## config.mk

```make
export PLATFORM = sky130hd
export DESIGN_NAME = div_seq_flat
export DESIGN_NICKNAME = d
export VERILOG_FILES = /design/src/rtl/mips_defs.sv /design/src/rtl/div_seq_if.sv /design/src/rtl/div_step.sv /design/src/rtl/div_seq.sv /design/src/flat_wrapper.sv
export SDC_FILE = /design/constraint.sdc
export NUM_CORES = 1
export LEC_CHECK = 0
export ABC_AREA = 1
export BUFFER_PORTS_ARGS = -buffer_cell sky130_fd_sc_hd__buf_2
export CAP_MARGIN = 5
export CELL_PAD_IN_SITES_DETAIL_PLACEMENT = 0
export CELL_PAD_IN_SITES_GLOBAL_PLACEMENT = 1
export CORE_MARGIN = 2
export CORE_UTILIZATION = 42
export DETAILED_ROUTE_END_ITERATION = 10
export PLACE_DENSITY = 0.87
export SYNTH_ARGS = -nofsm -noshare
export SYNTH_HDL_FRONTEND = slang
export SYNTH_HIERARCHICAL = 1
export SYNTH_SLANG_ARGS = --single-unit
```

## constraint.sdc

```tcl
create_clock -name clk -period 3.98 [get_ports clk]
set_clock_uncertainty 0.05 [all_clocks]
set_input_delay 0.796 -clock clk [delete_from_list [all_inputs] [get_ports clk]]
set_output_delay 0.796 -clock clk [all_outputs]
set_load 0.01 [all_outputs]
```

## src/rtl/mips_defs.sv

```systemverilog
// mips_defs: shared state encoding and sizing constants for the divide sequencer.
package mips_defs;
    localparam int WIDTH = 32;
    localparam int DIV_STEPS = 32;
    typedef enum logic [1:0] {IDLE = 2'b00, BUSY = 2'b01, DONE = 2'b10} state_t;
endpackage

```

## src/rtl/div_seq_if.sv

```systemverilog
// div_seq_if: request/response bundle between the E stage and the divide sequencer.
interface div_seq_if #(parameter int WIDTH = mips_defs::WIDTH);
    logic             start;
    logic             signed_div;
    logic             annul;
    logic [WIDTH-1:0] a;
    logic [WIDTH-1:0] b;
    logic             busy;
    logic             valid;
    logic [WIDTH-1:0] lo;
    logic [WIDTH-1:0] hi;
    modport master(output start, signed_div, annul, a, b, input busy, valid, lo, hi);
    modport slave(input start, signed_div, annul, a, b, output busy, valid, lo, hi);
endinterface

```

## src/rtl/div_step.sv

```systemverilog
// div_step: one combinational restoring shift-subtract iteration.
module div_step #(parameter int WIDTH = mips_defs::WIDTH) (
    input  logic [WIDTH-1:0] rem,
    input  logic [WIDTH-1:0] q,
    input  logic [WIDTH-1:0] divisor,
    output logic [WIDTH-1:0] rem_next,
    output logic [WIDTH-1:0] q_next
);
    logic [WIDTH:0] sh;
    logic [WIDTH:0] diff;
    logic           ge;
    assign sh       = {rem, q[WIDTH-1]};
    assign diff     = sh - {1'b0, divisor};
    assign ge       = ~diff[WIDTH];
    assign rem_next = ge ? diff[WIDTH-1:0] : sh[WIDTH-1:0];
    assign q_next   = {q[WIDTH-2:0], ge};
endmodule

```

## src/rtl/div_seq.sv

```systemverilog
// div_seq: iterative radix-2 DIV/DIVU sequencer returning quotient (lo) and remainder (hi).
module div_seq import mips_defs::*; #(
    parameter int WIDTH = mips_defs::WIDTH,
    parameter int CNT_W = 5
) (
    input logic       clk,
    input logic       resetn,
    div_seq_if.slave  bus
);
    state_t           state;
    logic [CNT_W-1:0] cnt;
    logic [WIDTH-1:0] rem, q, dvs, rem_n, q_n;
    logic             qneg, rneg, zero;
    logic             a_neg, b_neg;
    assign a_neg     = bus.signed_div & bus.a[WIDTH-1];
    assign b_neg     = bus.signed_div & bus.b[WIDTH-1];
    assign bus.busy  = ~bus.annul & ((state == BUSY) | ((state == IDLE) & bus.start));
    assign bus.valid = ~bus.annul & (state == DONE);
    div_step #(.WIDTH(WIDTH)) u_step (
        .rem(rem), .q(q), .divisor(dvs), .rem_next(rem_n), .q_next(q_n)
    );
    always_ff @(posedge clk) begin
        if (!resetn) begin
            state  <= IDLE;
            cnt    <= '0;
            rem    <= '0;
            q      <= '0;
            dvs    <= '0;
            qneg   <= 1'b0;
            rneg   <= 1'b0;
            zero   <= 1'b0;
            bus.lo <= '0;
            bus.hi <= '0;
        end else if (bus.annul) begin
            state <= IDLE;
            cnt   <= '0;
        end else begin
            case (state)
                IDLE: if (bus.start) begin
                    q     <= a_neg ? -bus.a : bus.a;
                    dvs   <= b_neg ? -bus.b : bus.b;
                    qneg  <= a_neg ^ b_neg;
                    rneg  <= a_neg;
                    zero  <= (bus.b == '0);
                    rem   <= '0;
                    cnt   <= '0;
                    state <= BUSY;
                end
                BUSY: begin
                    rem <= rem_n;
                    q   <= q_n;
                    cnt <= cnt + 1'b1;
                    if (cnt == CNT_W'(DIV_STEPS - 1)) begin
                        state  <= DONE;
                        // with a zero divisor the remainder is |a|, so re-signing it reproduces a
                        bus.lo <= zero ? '1 : (qneg ? -q_n : q_n);
                        bus.hi <= rneg ? -rem_n : rem_n;
                    end
                end
                DONE:    state <= IDLE;
                default: state <= IDLE;
            endcase
        end
    end
endmodule

```

## src/flat_wrapper.sv

```systemverilog
// flat-port wrapper written by rule: the top's interface ports become plain ports
module div_seq_flat import mips_defs::*;
#(
    parameter int WIDTH = mips_defs::WIDTH,
    parameter int CNT_W = 5
)
  (clk, resetn, bus_start, bus_signed_div, bus_annul, bus_a, bus_b, bus_busy, bus_valid, bus_lo, bus_hi);
  div_seq_if #(.WIDTH(WIDTH)) bus_i ();
  input logic clk;
  input logic resetn;
  input wire logic [$bits(bus_i.start)-1:0] bus_start;
  input wire logic [$bits(bus_i.signed_div)-1:0] bus_signed_div;
  input wire logic [$bits(bus_i.annul)-1:0] bus_annul;
  input wire logic [$bits(bus_i.a)-1:0] bus_a;
  input wire logic [$bits(bus_i.b)-1:0] bus_b;
  output wire logic [$bits(bus_i.busy)-1:0] bus_busy;
  output wire logic [$bits(bus_i.valid)-1:0] bus_valid;
  output wire logic [$bits(bus_i.lo)-1:0] bus_lo;
  output wire logic [$bits(bus_i.hi)-1:0] bus_hi;
  assign bus_i.start = bus_start;
  assign bus_i.signed_div = bus_signed_div;
  assign bus_i.annul = bus_annul;
  assign bus_i.a = bus_a;
  assign bus_i.b = bus_b;
  assign bus_busy = bus_i.busy;
  assign bus_valid = bus_i.valid;
  assign bus_lo = bus_i.lo;
  assign bus_hi = bus_i.hi;
  div_seq #(.WIDTH(WIDTH), .CNT_W(CNT_W)) u_core (.clk(clk), .resetn(resetn), .bus(bus_i));
endmodule
```

# Yosys cells after proc, flatten, opt, wreduce, memory -nomap -nowiden
# Index checks and enable logic that the tools add are counted.
# word_totals
wordCells	55
register_bits	170
input_bits	69
# classes
mux	15
eq_ne	5
reduce_logical	9
bitwise_logic	10
addsub	6
# ops
cell	n
$mux 32	8
$neg 32->32	4
$pmux 32 s2	2
$sub 33x32->33	1
$logic_not 32->1	1
$pmux 5 s2	1
$reduce_and 3->1	3
$add 5x1->5 const B	1
$and 1x1->1	5
$eq 5x5->1 const B	1
$mux 5	1
$mux 2	2
$ne 2x2->1 const B	2
$pmux 2 s2	1
$reduce_and 2->1	2
$not 1->1	3
$eq 2x1->1 const B	1
$eq 2x2->1 const B	1
$logic_not 2->1	1
$reduce_bool 2->1	1
$reduce_or 2->1	1
$or 1x1->1	1
$xor 1x1->1	1

# Longest topological paths before layout
# Gate-level depths: netlist of run 1.
# depth
depth_word	5
depth_mapped	30

# Cells and area by module
# The synthesis of run 1 kept the hierarchy.
# modules_own_cells
mod	seq_area_each_um2	cells_per_inst	n_inst	area_each_um2
div_seq	3403.3	1617	1	10211.0
div_step	0.0	715	1	3403.3

# Worst setup path after synthesis of run 1
# Ideal clock, no wire load.
# synth_timing
path_kind	register to register
start	register u_core.q[31]
end	register u_core.bus.lo[16]
path_stages_with_launch	28
required_time_ns	3.821
t_arrival_ns	3.053
synth_period_minus_slack_ns	3.212
slack_ns	0.768
cell_sequence	dfxtp_1 -> inv_1 -> ha_1 -> fa_1 -> inv_1 -> nand2_1 -> nand2_1 -> nand3_1 -> nand2_2 -> nand2_1 -> nand2_2 -> nand2_2 -> nand3_1 -> nand2_4 -> buf_6 -> buf_4 -> inv_1 -> ha_1 -> nand2_2 -> nor2_4 -> nand2_2 -> nor2_1 -> nand2_1 -> xor2_1 -> nand2_1 -> nand3_1 -> nand2_1 -> inv_1
# synth_between
elab_chain_cells	5
# synth_rtl
element	line	text
start: declaration	div_seq.sv:12	logic [WIDTH-1:0] rem, q, dvs, rem_n, q_n;
start signal: assignment	div_seq.sv:40	q <= a_neg ? -bus.a : bus.a;
start signal: assignment	div_seq.sv:51	q <= q_n;
$sub 33x32->33	div_step.sv:13	assign diff = sh - {1'b0, divisor};
$not 1->1	div_step.sv:14	assign ge = ~diff[WIDTH];
via u_core.u_step.ge	div_step.sv:11	logic ge;
$neg 32->32	div_seq.sv:56	bus.lo <= zero ? '1 : (qneg ? -q_n : q_n);
$mux 32 (2 in a row)	div_seq.sv:56	
end signal: assignment	div_seq.sv:56	
end: declaration	div_seq_if.sv:13	modport slave(input start, signed_div, annul, a, b, output busy, valid, lo, hi);
# The timed path passes the listed nets, and every way through them passes these cells.
# A chain may end at the register's enable or synchronous reset.

# Final worst setup path of run 1
# layout_timing
start	register u_core.q[31]
end	register u_core.bus.hi[31]
# layout_between
elab_chain_cells	4
# layout_rtl
element	line	text
$sub 33x32->33	div_step.sv:13	
$mux 32	div_step.sv:15	assign rem_next = ge ? diff[WIDTH-1:0] : sh[WIDTH-1:0];
via u_core.rem_n[22]	div_seq.sv:12	
$neg 32->32	div_seq.sv:57	bus.hi <= rneg ? -rem_n : rem_n;
$mux 32	div_seq.sv:57	
end signal: assignment	div_seq.sv:57	
end: declaration	div_seq_if.sv:13	
# The timed path passes the listed nets, and every way through them passes these cells.

==> results of run 1 <==
flip-flops by register name (all words and copies together) (netlist names), 2 cells and up:
name,flops
u_core/q,32
u_core/dvs,32
u_core/bus.hi,32
u_core/cnt,5
u_core/state,2
u_core/rem,32
u_core/bus.lo,32
report_power, final:
group          switching (uW)  internal [uW]  total, uW
Clock                     777           1130       1910
Sequential               50.4           1750       1800
Combinational             859            365       1220
Total                    1690           3240       4930
cells in the mapped netlist (all sizes together):
library cell / number / area share
or2: 2 / 0.00092
xor2: 48 / 0.031
o211ai: 9 / 0.0050
a22oi: 4 / 0.0022
nor4: 1 / 0.00046
dfxtp: 170 / 0.25
a31oi: 13 / 0.0060
nor3: 16 / 0.0059
nand2: 715 / 0.20
inv: 338 / 0.093
buf: 78 / 0.039
o31ai: 1 / 0.00055
a211oi: 1 / 0.00055
clkinv: 3 / 0.00083
nor2: 304 / 0.093
xnor2: 5 / 0.0032
ha: 38 / 0.035
clkbuf: 28 / 0.0079
and3: 2 / 0.00092
nand3: 174 / 0.066
and2: 4 / 0.0018
o21bai: 10 / 0.0055
fa: 1 / 0.0015
o221ai: 8 / 0.0061
nand3b: 7 / 0.0039
o21ai: 168 / 0.063
nand4: 28 / 0.013
a221oi: 1 / 0.00064
a21oi: 155 / 0.058
worst max path at each step:
stage               slack, ps  cells after the start                 to          from
floorplan                 770                     27  u_core/bus.lo[16]  u_core/q[31]
global placement          380                     26  u_core/bus.hi[30]  u_core/q[31]
detailed placement        310                     25  u_core/bus.hi[18]  u_core/q[31]
CTS                       300                     26  u_core/bus.hi[26]  u_core/q[31]
global route               20                     26  u_core/bus.hi[31]  u_core/q[31]
finish                    320                     26  u_core/bus.hi[31]  u_core/q[31]
routing by layer:
layer | vias to the layer above | part of all wire | track usage
li1 | 7468 | - | -
met2 | 397 | 0.48 | 0.488
met3 | 68 | 0.045 | 0.0347
met4 | 2 | 0.024 | 0.0797
met5 | - | 0.00028 | 0
met1 | 6682 | 0.45 | 0.356
kinds of logic (layout without fill, tap and decap cells):
family	count (synthesis)	after routing	synth area share
DFF	170	170	0.250
other	0	4	0
buffers and inverters	447	521	0.142
xor gates and xnor gates	53	53	0.0341
AOI/OAI and AO/OA	370	370	0.147
and+or+nand+nor	1253	1254	0.391
adders and majority gates	39	39	0.0364
area by class of cell:
type                            count  share of cell area
Timing Repair Buffer              148              0.0526
Antenna cell                        4            0.000667
Clock inverter                     15              0.0158
Tap cell                          402              0.0335
Sequential cell                   170               0.227
Multi-Input combinational cell   1716               0.557
Clock buffer                       17              0.0284
Inverter                          341              0.0855
worst reg2reg max path, stage by stage (launching register included):
cell     delay [ps]
dfxtp_1         360
inv_1            50
ha_1            220
fa_1            410
inv_1           120
nand2_1          60
nand2_1          70
nand3_1          80
nand2_2         120
nand2_1          70
nand2_2          80
nand2_2          80
nand3_1         130
nand2_4         150
buf_4           240
nand2_1          80
nand2_1         130
nor2_1          240
nand2_1          80
nor2_1          100
nand3_1         100
nand2_1         160
nand2_1          90
nand2_1          60
nand2_1          40
o21ai_1         130
inv_1            50
metrics by stage:
step,util,power (uW),area [um^2],setup slack [ps]
after floorplan,-,2690,13600,768
after global placement,0.450,3030,14300,379
after detailed placement,0.450,3030,14300,313
after CTS,0.471,4940,14900,300
after global routing,0.473,5180,15000,20.3
final,0.473,4930,15000,320
==> impl_metrics.ini, run 1 <==
[status]
status = complete, no violations

[worst_setup_path]
slowest_stage = fa_1
endpoint_kind = register
cp_common_cell = nand2_1
start_kind = register
rrSetupSlack_ps = 320
cp_top_family = simple AND/OR/NAND/NOR gates
worst-path-buf-inv = 4
crit_required_ps = 4260
rr_endpoint = u_core/bus.hi[31]
worst_r2r_startpoint = u_core/q[31]
crit_arrival_ps = 3940
worstPathMaxFanout = 20
rr_worst_depth = 26
critical-path-max-stage-delay_ps = 410
critPathKind = register to register

[layout]
fillCellCount = 3446
fin_cells = 2813
fin_nets = 2502
seq_area_um2 = 3400
final_common_cell = nand2_1
drive_gt1_frac = 0.111
area_growth_pct = 10.2
layout_common_cells = nand2_1, inv_1, nor2_1
multi_input_area_um2 = 8350

[timing]
whs_ps = 412
slew_violations = 0
fmax_mhz = 273
tightest_slew_ps = 897
tns_ps = 0
finalHoldViolations = 0
min_period_ps = 3660
setup_viol = 0
rsz0062_at_grt = false
timing.final.crit_share = 0.920
relSlewSlack = 0.402

[clock_tree]
clockBufferDepth = 2
cts_resized = 0
cts-buffers-inserted = 17
cts.sinks = 170
cts_hold_buf = 0
clock_latency_ps = 440
cts-root-buf = clkbuf_16
htreeDepth = 4
clk_pin_slew_ps = 70
cts_setup_buffers = 0
cts_tree = yes

[drt]
drc = 0
viasPerCell = 5.20
num_vias = 14600
wirelength_um = 47200
drt_iter0_markers = 1186
routedWlPerCell_um = 16.8
ant_nets = 0
dr.pass1.iters = 7

[hold_path]
hp-start = u_core/cnt[3]
hold_class = register to register
holdPathStages = 2
hold-path-endpoint = u_core/cnt[3]

[yosys]
ys_seq_area_frac = 0.250
ys_types = 47
synth_nets = 2440
syn_inst = 2332
syn_avg_cell_area_um2 = 5.84
ys_ff_latch = 170
synthesis.area_um2 = 13600
yosys_warnings = 6

[grt]
grt_pass1_wl_um = 73600
antenna_found_initial = 5
grt_pass1_vias = 13700
track_usage = 0.278
grt_overflow = 0
grt_max_degree = 88

[placed_design]
gp_congestion = 0.938
portBuffers = 134
place_inst = 2776
dp_hpwl_um = 37300

[run]
drv_cap = 0

[die]
die_x_um = 184
coreArea_um2 = 31700
rows = 65
initial_core_util = 0.429
dieHeight_um = 184
fp.dieArea_um2 = 33900
top_level_ports = 135

[power]
p_per_area_nw_per_um2 = 329
ir_drop_uv = 333
p_leak_uw = 0.00775
Power figures use the tool's default switching activity.
==> inputs of run 2 (changes only) <==
Settings changed: PLACE_DENSITY 0.87 to not set, PLACE_DENSITY_LB_ADDON set to 0.1, SKIP_LAST_GASP set to 1.
==> run 2 against run 1 <==
Net effect: via count shrank 0.53%; sequential power is essentially flat; maximum frequency grew 2.1%.
==> impl_metrics.ini, run 2 (synthesis gave the netlist of run 1 again) <==
[timing]
min_period_ps = 3590
relSlewSlack = 0.265
rsz0062_at_grt = true
finalHoldViolations = 0
tightest_slew_ps = 1100
setup_viol = 0
fmax_mhz = 279
timing.final.crit_share = 0.901
slew_violations = 0

[grt]
antenna_found_initial = 0
track_usage = 0.288
grt_pass1_vias = 13800
grt_max_degree = 102
grt_overflow = 0
grt_pass1_wl_um = 75400

[die]
die_x_um = 184
coreArea_um2 = 31700
initial_core_util = 0.429
fp.dieArea_um2 = 33900
rows = 65
top_level_ports = 135
dieHeight_um = 184

[clock_tree]
clk_pin_slew_ps = 70
cts-root-buf = clkbuf_16
htreeDepth = 4
clockBufferDepth = 2
clock_latency_ps = 440
cts_tree = yes
cts.sinks = 170
cts-buffers-inserted = 17

[layout]
fin_nets = 2508
area_growth_pct = 9.81
final_common_cell = nand2_1
layout_common_cells = nand2_1, inv_1, nor2_1
multi_input_area_um2 = 8350
drive_gt1_frac = 0.114
fillCellCount = 3583
seq_area_um2 = 3400
final_util = 0.471

[worst_setup_path]
rr_endpoint = u_core/bus.hi[28]
worst-path-stages = 26
critical-path-max-stage-delay_ps = 410
crit_path_end = u_core/bus.hi[28]
slowest_stage = fa_1
worst_r2r_startpoint = u_core/q[31]
rrSetupSlack_ps = 390
startpoint = u_core/q[31]
cp_common_cell = nand2_1
rr_worst_depth = 26
endpoint_kind = register
cp_top_family = simple AND/OR/NAND/NOR gates
worst-path-buf-inv = 4
crit_arrival_ps = 3880
critPathKind = register to register
start_kind = register
worstPathMaxFanout = 8
crit_required_ps = 4280

[power]
finalPower_uw = 4680
p_leak_uw = 0.00774
p_per_area_nw_per_um2 = 313
ir_drop_uv = 350

[placed_design]
portBuffers = 134
gp_congestion = 0.952
dp_hpwl_um = 38100

[drt]
routedWlPerCell_um = 17.1
num_vias = 14500
viasPerCell = 5.16
drt_iter0_markers = 1024
ant_nets = 0
dr.pass1.iters = 7
wirelength_um = 48100
drc = 0

[run]
drv_cap = 0

[status]
status = complete, no violations

[hold_path]
hold_class = register to register
## run 2: cell count changes in the layout (fill, tap and decap cells not counted), moves of 2 or more
cell,before,now
o21ai_1,25,23
inv_8,1,5
clkinv_4,4,2
diode_2,4,1
nor2_2,18,20
clkinvlp_4,0,2
bufinv_16,5,0
o21ai_0,141,143
nor2_1,273,270
buf_4,13,18
## run 2: through the flow
step | instance area [um^2] | instances | setup TNS [ps] | hold WS [ps] | setup slack (ps)
global route | 14900 | 2815 | -78.0 | 427 | -50.4
CTS | 14800 | 2809 | 0 | 423 | 258
global placement | 14300 | 2777 | 0 | 401 | 309
floorplan | 13600 | 2332 | 0 | 392 | 768
finish | 14900 | 2816 | 0 | 422 | 394
detailed placement | 14300 | 2777 | 0 | 411 | 278
## run 2: per-layer routing
metal	GRT usage	vias to the layer above	part of all wire
li1	-	7479	-
met1	0.370	6699	0.45
met4	0.0931	0	0.028
met5	0	-	0
met3	0.0287	59	0.038
met2	0.504	302	0.48
## run 2: timing repair
action	in CTS	in global routing
setup buffers	0	5
hold buffers	0	0
resized for setup	0	21
endpoints found under the setup margin	0	19
hold endpoints to repair	0	0
## run 2: how the worst min path moves through the flow
stage | start | to | slack, ps | cells past startpoint
floorplan | u_core/cnt[3] | u_core/cnt[3] | 390 | 2
global placement | u_core/cnt[3] | u_core/cnt[3] | 400 | 2
detailed placement | u_core/cnt[3] | u_core/cnt[3] | 410 | 2
CTS | u_core/cnt[3] | u_core/cnt[3] | 420 | 2
global route | u_core/cnt[3] | u_core/cnt[3] | 430 | 2
finish | u_core/cnt[3] | u_core/cnt[3] | 420 | 2
## run 2: cell type report
class | instances | share of cell area
Inverter | 341 | 0.0858
Clock buffer | 18 | 0.0294
Clock inverter | 14 | 0.00862
Sequential cell | 170 | 0.228
Tap cell | 402 | 0.0336
Antenna cell | 1 | 0.000167
Multi-Input combinational cell | 1716 | 0.559
Timing Repair Buffer | 154 | 0.0560
## run 2: worst register-to-register path, cell delays in order (launching register included)
cell and delay [ps]:
dfxtp_1 360, inv_1 50, ha_1 220, fa_1 410
inv_1 110, nand2_1 50, nand2_1 70, nand3_1 80
nand2_2 110, nand2_1 70, nand2_2 80, nand2_2 80
nand3_2 120, nand2_4 110, buf_4 160, nand2_1 50
nand2_1 110, nor2_1 310, nand3_1 180, nor2_1 130
nand2_1 90, o21ai_0 180, nand2_1 70, nand2_1 60
nand3_1 60, nand2_1 90, inv_1 30
## run 2: power by group
group	total [uW]	internal (uW)	switching, uW
clock	1650	846	802
combinational	1240	373	870
sequential	1800	1750	47.7
==> inputs of run 3 (changes only) <==
==> constraint.sdc (replaced) <==
create_clock -name clk -period 3.98 [get_ports clk]
set_clock_uncertainty 0.05 [all_clocks]
set_input_delay 0.199 -clock clk [delete_from_list [all_inputs] [get_ports clk]]
set_output_delay 0.199 -clock clk [all_outputs]
set_load 0.01 [all_outputs]
==> run 3 against run 2 <==
Net effect: maximum frequency about the same; register-to-register slack about the same; clock-buffer cell count up 2; clock power about the same; sequential power about the same; non-clock buffer count down 3; final area down 0.49%; worst hold slack worse by 380 ps; die area unchanged; critical endpoint is now u_core/bus.hi[20]; largest cell class unchanged; largest power group unchanged; highest routed layer is now met5.
==> impl_metrics.ini, run 3 (synthesis gave the netlist of run 1 again) <==
[placed_design]
gp_congestion = 0.957
portBuffers = 134
place_inst = 2777
dp_hpwl_um = 37900
place_area_um2 = 14300

[drt]
dr_wl_met3_um = 2010
top_layer = met5
dr.pass1.iters = 5
route.met2.wl_um = 22700
routedWlPerCell_um = 17.1
wirelength_um = 48000
num_vias = 14600
drt_iter0_markers = 1041
ant_nets = 0
drc = 0
wl_met1_um = 21600
viasPerCell = 5.19

[worst_setup_path]
crit_required_ps = 4260
rr_endpoint = u_core/bus.hi[20]
worst_r2r_startpoint = u_core/q[31]
critPathKind = register to register
rrSetupSlack_ps = 400
start_kind = register
endpoint_kind = register
startpoint = u_core/q[31]
rr_worst_depth = 26
worstPathMaxFanout = 10
crit_path_end = u_core/bus.hi[20]
crit_arrival_ps = 3860

[grt]
grt_overflow = 0
track_usage = 0.288
grt_pass1_vias = 13700
antenna_found_initial = 1
grt_pass1_wl_um = 75100
grt_max_degree = 102

[timing]
fmax_mhz = 279
tightest_slew_ps = 1100
finalHoldViolations = 0
relSlewSlack = 0.266
tns_ps = 0
rsz0062_at_grt = true
slew_violations = 0
min_period_ps = 3580
setup_viol = 0
timing.final.crit_share = 0.901

[power]
combPwrFrac = 0.264
finalPower_uw = 4670
ir_drop_uv = 322
p_sw_frac = 0.362
switching_power_uw = 1690
seqPwrFrac = 0.384
clkPwrFrac = 0.352
p_int_uw = 2980
p_per_area_nw_per_um2 = 314
p_leak_uw = 0.00769

[run]
drv_cap = 0

[status]
status = complete, no violations

[die]
die_x_um = 184
dieHeight_um = 184
initial_core_util = 0.429
coreArea_um2 = 31700
fp.dieArea_um2 = 33900
top_level_ports = 135
rows = 65

[clock_tree]
clk_pin_slew_ps = 70
cts_setup_buffers = 0
cts_tree = yes
htreeDepth = 4
clockBufferDepth = 2
cts-buffers-inserted = 17
clock_latency_ps = 450
cts-root-buf = clkbuf_16
cts.sinks = 170

[layout]
fillCellCount = 3495
fin_nets = 2504
fin_cells = 2812
layout_common_cells = nand2_1, inv_1, nor2_1
area_growth_pct = 9.26
final_common_cell = nand2_1
final_util = 0.469
drive_gt1_frac = 0.109
finalInstanceArea_um2 = 14900

[hold_path]
hold_class = input port to register
## run 3: cell types whose count changed in the layout (fill, tap and decap cells not counted), sizes merged
cell / change
dlygate4sd3: +2
clkinv: -1
clkinvlp: +1
inv: -2
buf: -5
nand2: -1
clkbuf: +2
## run 3: through the flow
stage	setup slack, ps	hold WS [ps]
2_1_floorplan	768	299
3_3_place_gp	412	407
3_5_place_dp	373	404
4_1_cts	363	17.9
5_1_grt	-0.994	42.3
6_report	396	38.5
## run 3: area by class of cell
type,instances,area [um^2],share of cell area
multi-input combinational,1715,8310,0.559
sequential,170,3400,0.229
inverter,341,1280,0.0862
timing repair buffer,151,803,0.0540
tap,402,503,0.0338
clock buffer,20,467,0.0314
clock inverter,12,103,0.00690
antenna,1,2.50,0.000168
## run 3: critical path: stages (launching register included)
cell and delay [ps]:
dfxtp_1 360, inv_1 50, ha_1 210, fa_1 410
inv_1 110, nand2_1 60, nand2_1 70, nand3_1 80
nand2_2 110, nand2_1 70, nand2_2 80, nand2_2 70
nand3_1 120, nand2_4 110, nand2_1 70, nand2_1 90
inv_1 160, ha_1 220, nand3_1 140, inv_1 140
nand3_2 120, nor2_2 170, nand3_1 130, nand2_1 90
nand2_1 60, nand2_1 80, a21oi_1 60
## run 3: power groups by stage
stage	clock, uW	sequential, uW	combinational, uW
finish	1640	1800	1230
global route	1760	1800	1380
CTS	1680	1790	1220
detailed placement	0	1830	1210
global placement	0	1830	1210
floorplan	0	1810	887
## run 3: what timing repair did
| item | CTS | global route |
|---|---|---|
| resized for setup | 0 | 10 |
| hold endpoints to repair | 2 | 0 |
| hold buffers | 2 | 0 |
| setup endpoints to repair | 0 | 12 |
## run 3: worst min-delay path by stage
stage / start / end / cells after the start
after global routing: bus_b[13] / u_core/dvs[13] / 3
after global placement: u_core/cnt[3] / u_core/cnt[3] / 2
after detailed placement: u_core/cnt[3] / u_core/cnt[3] / 2
after CTS: bus_b[6] / u_core/dvs[6] / 3
final: bus_b[6] / u_core/dvs[6] / 3
after floorplan: bus_b[20] / u_core/dvs[20] / 2
## run 3: per-layer routing
metal,global-route usage,vias to the layer above
met5,0,-
met2,0.488,367
met4,0.113,2
met1,0.371,6672
met3,0.0361,79
li1,-,7466
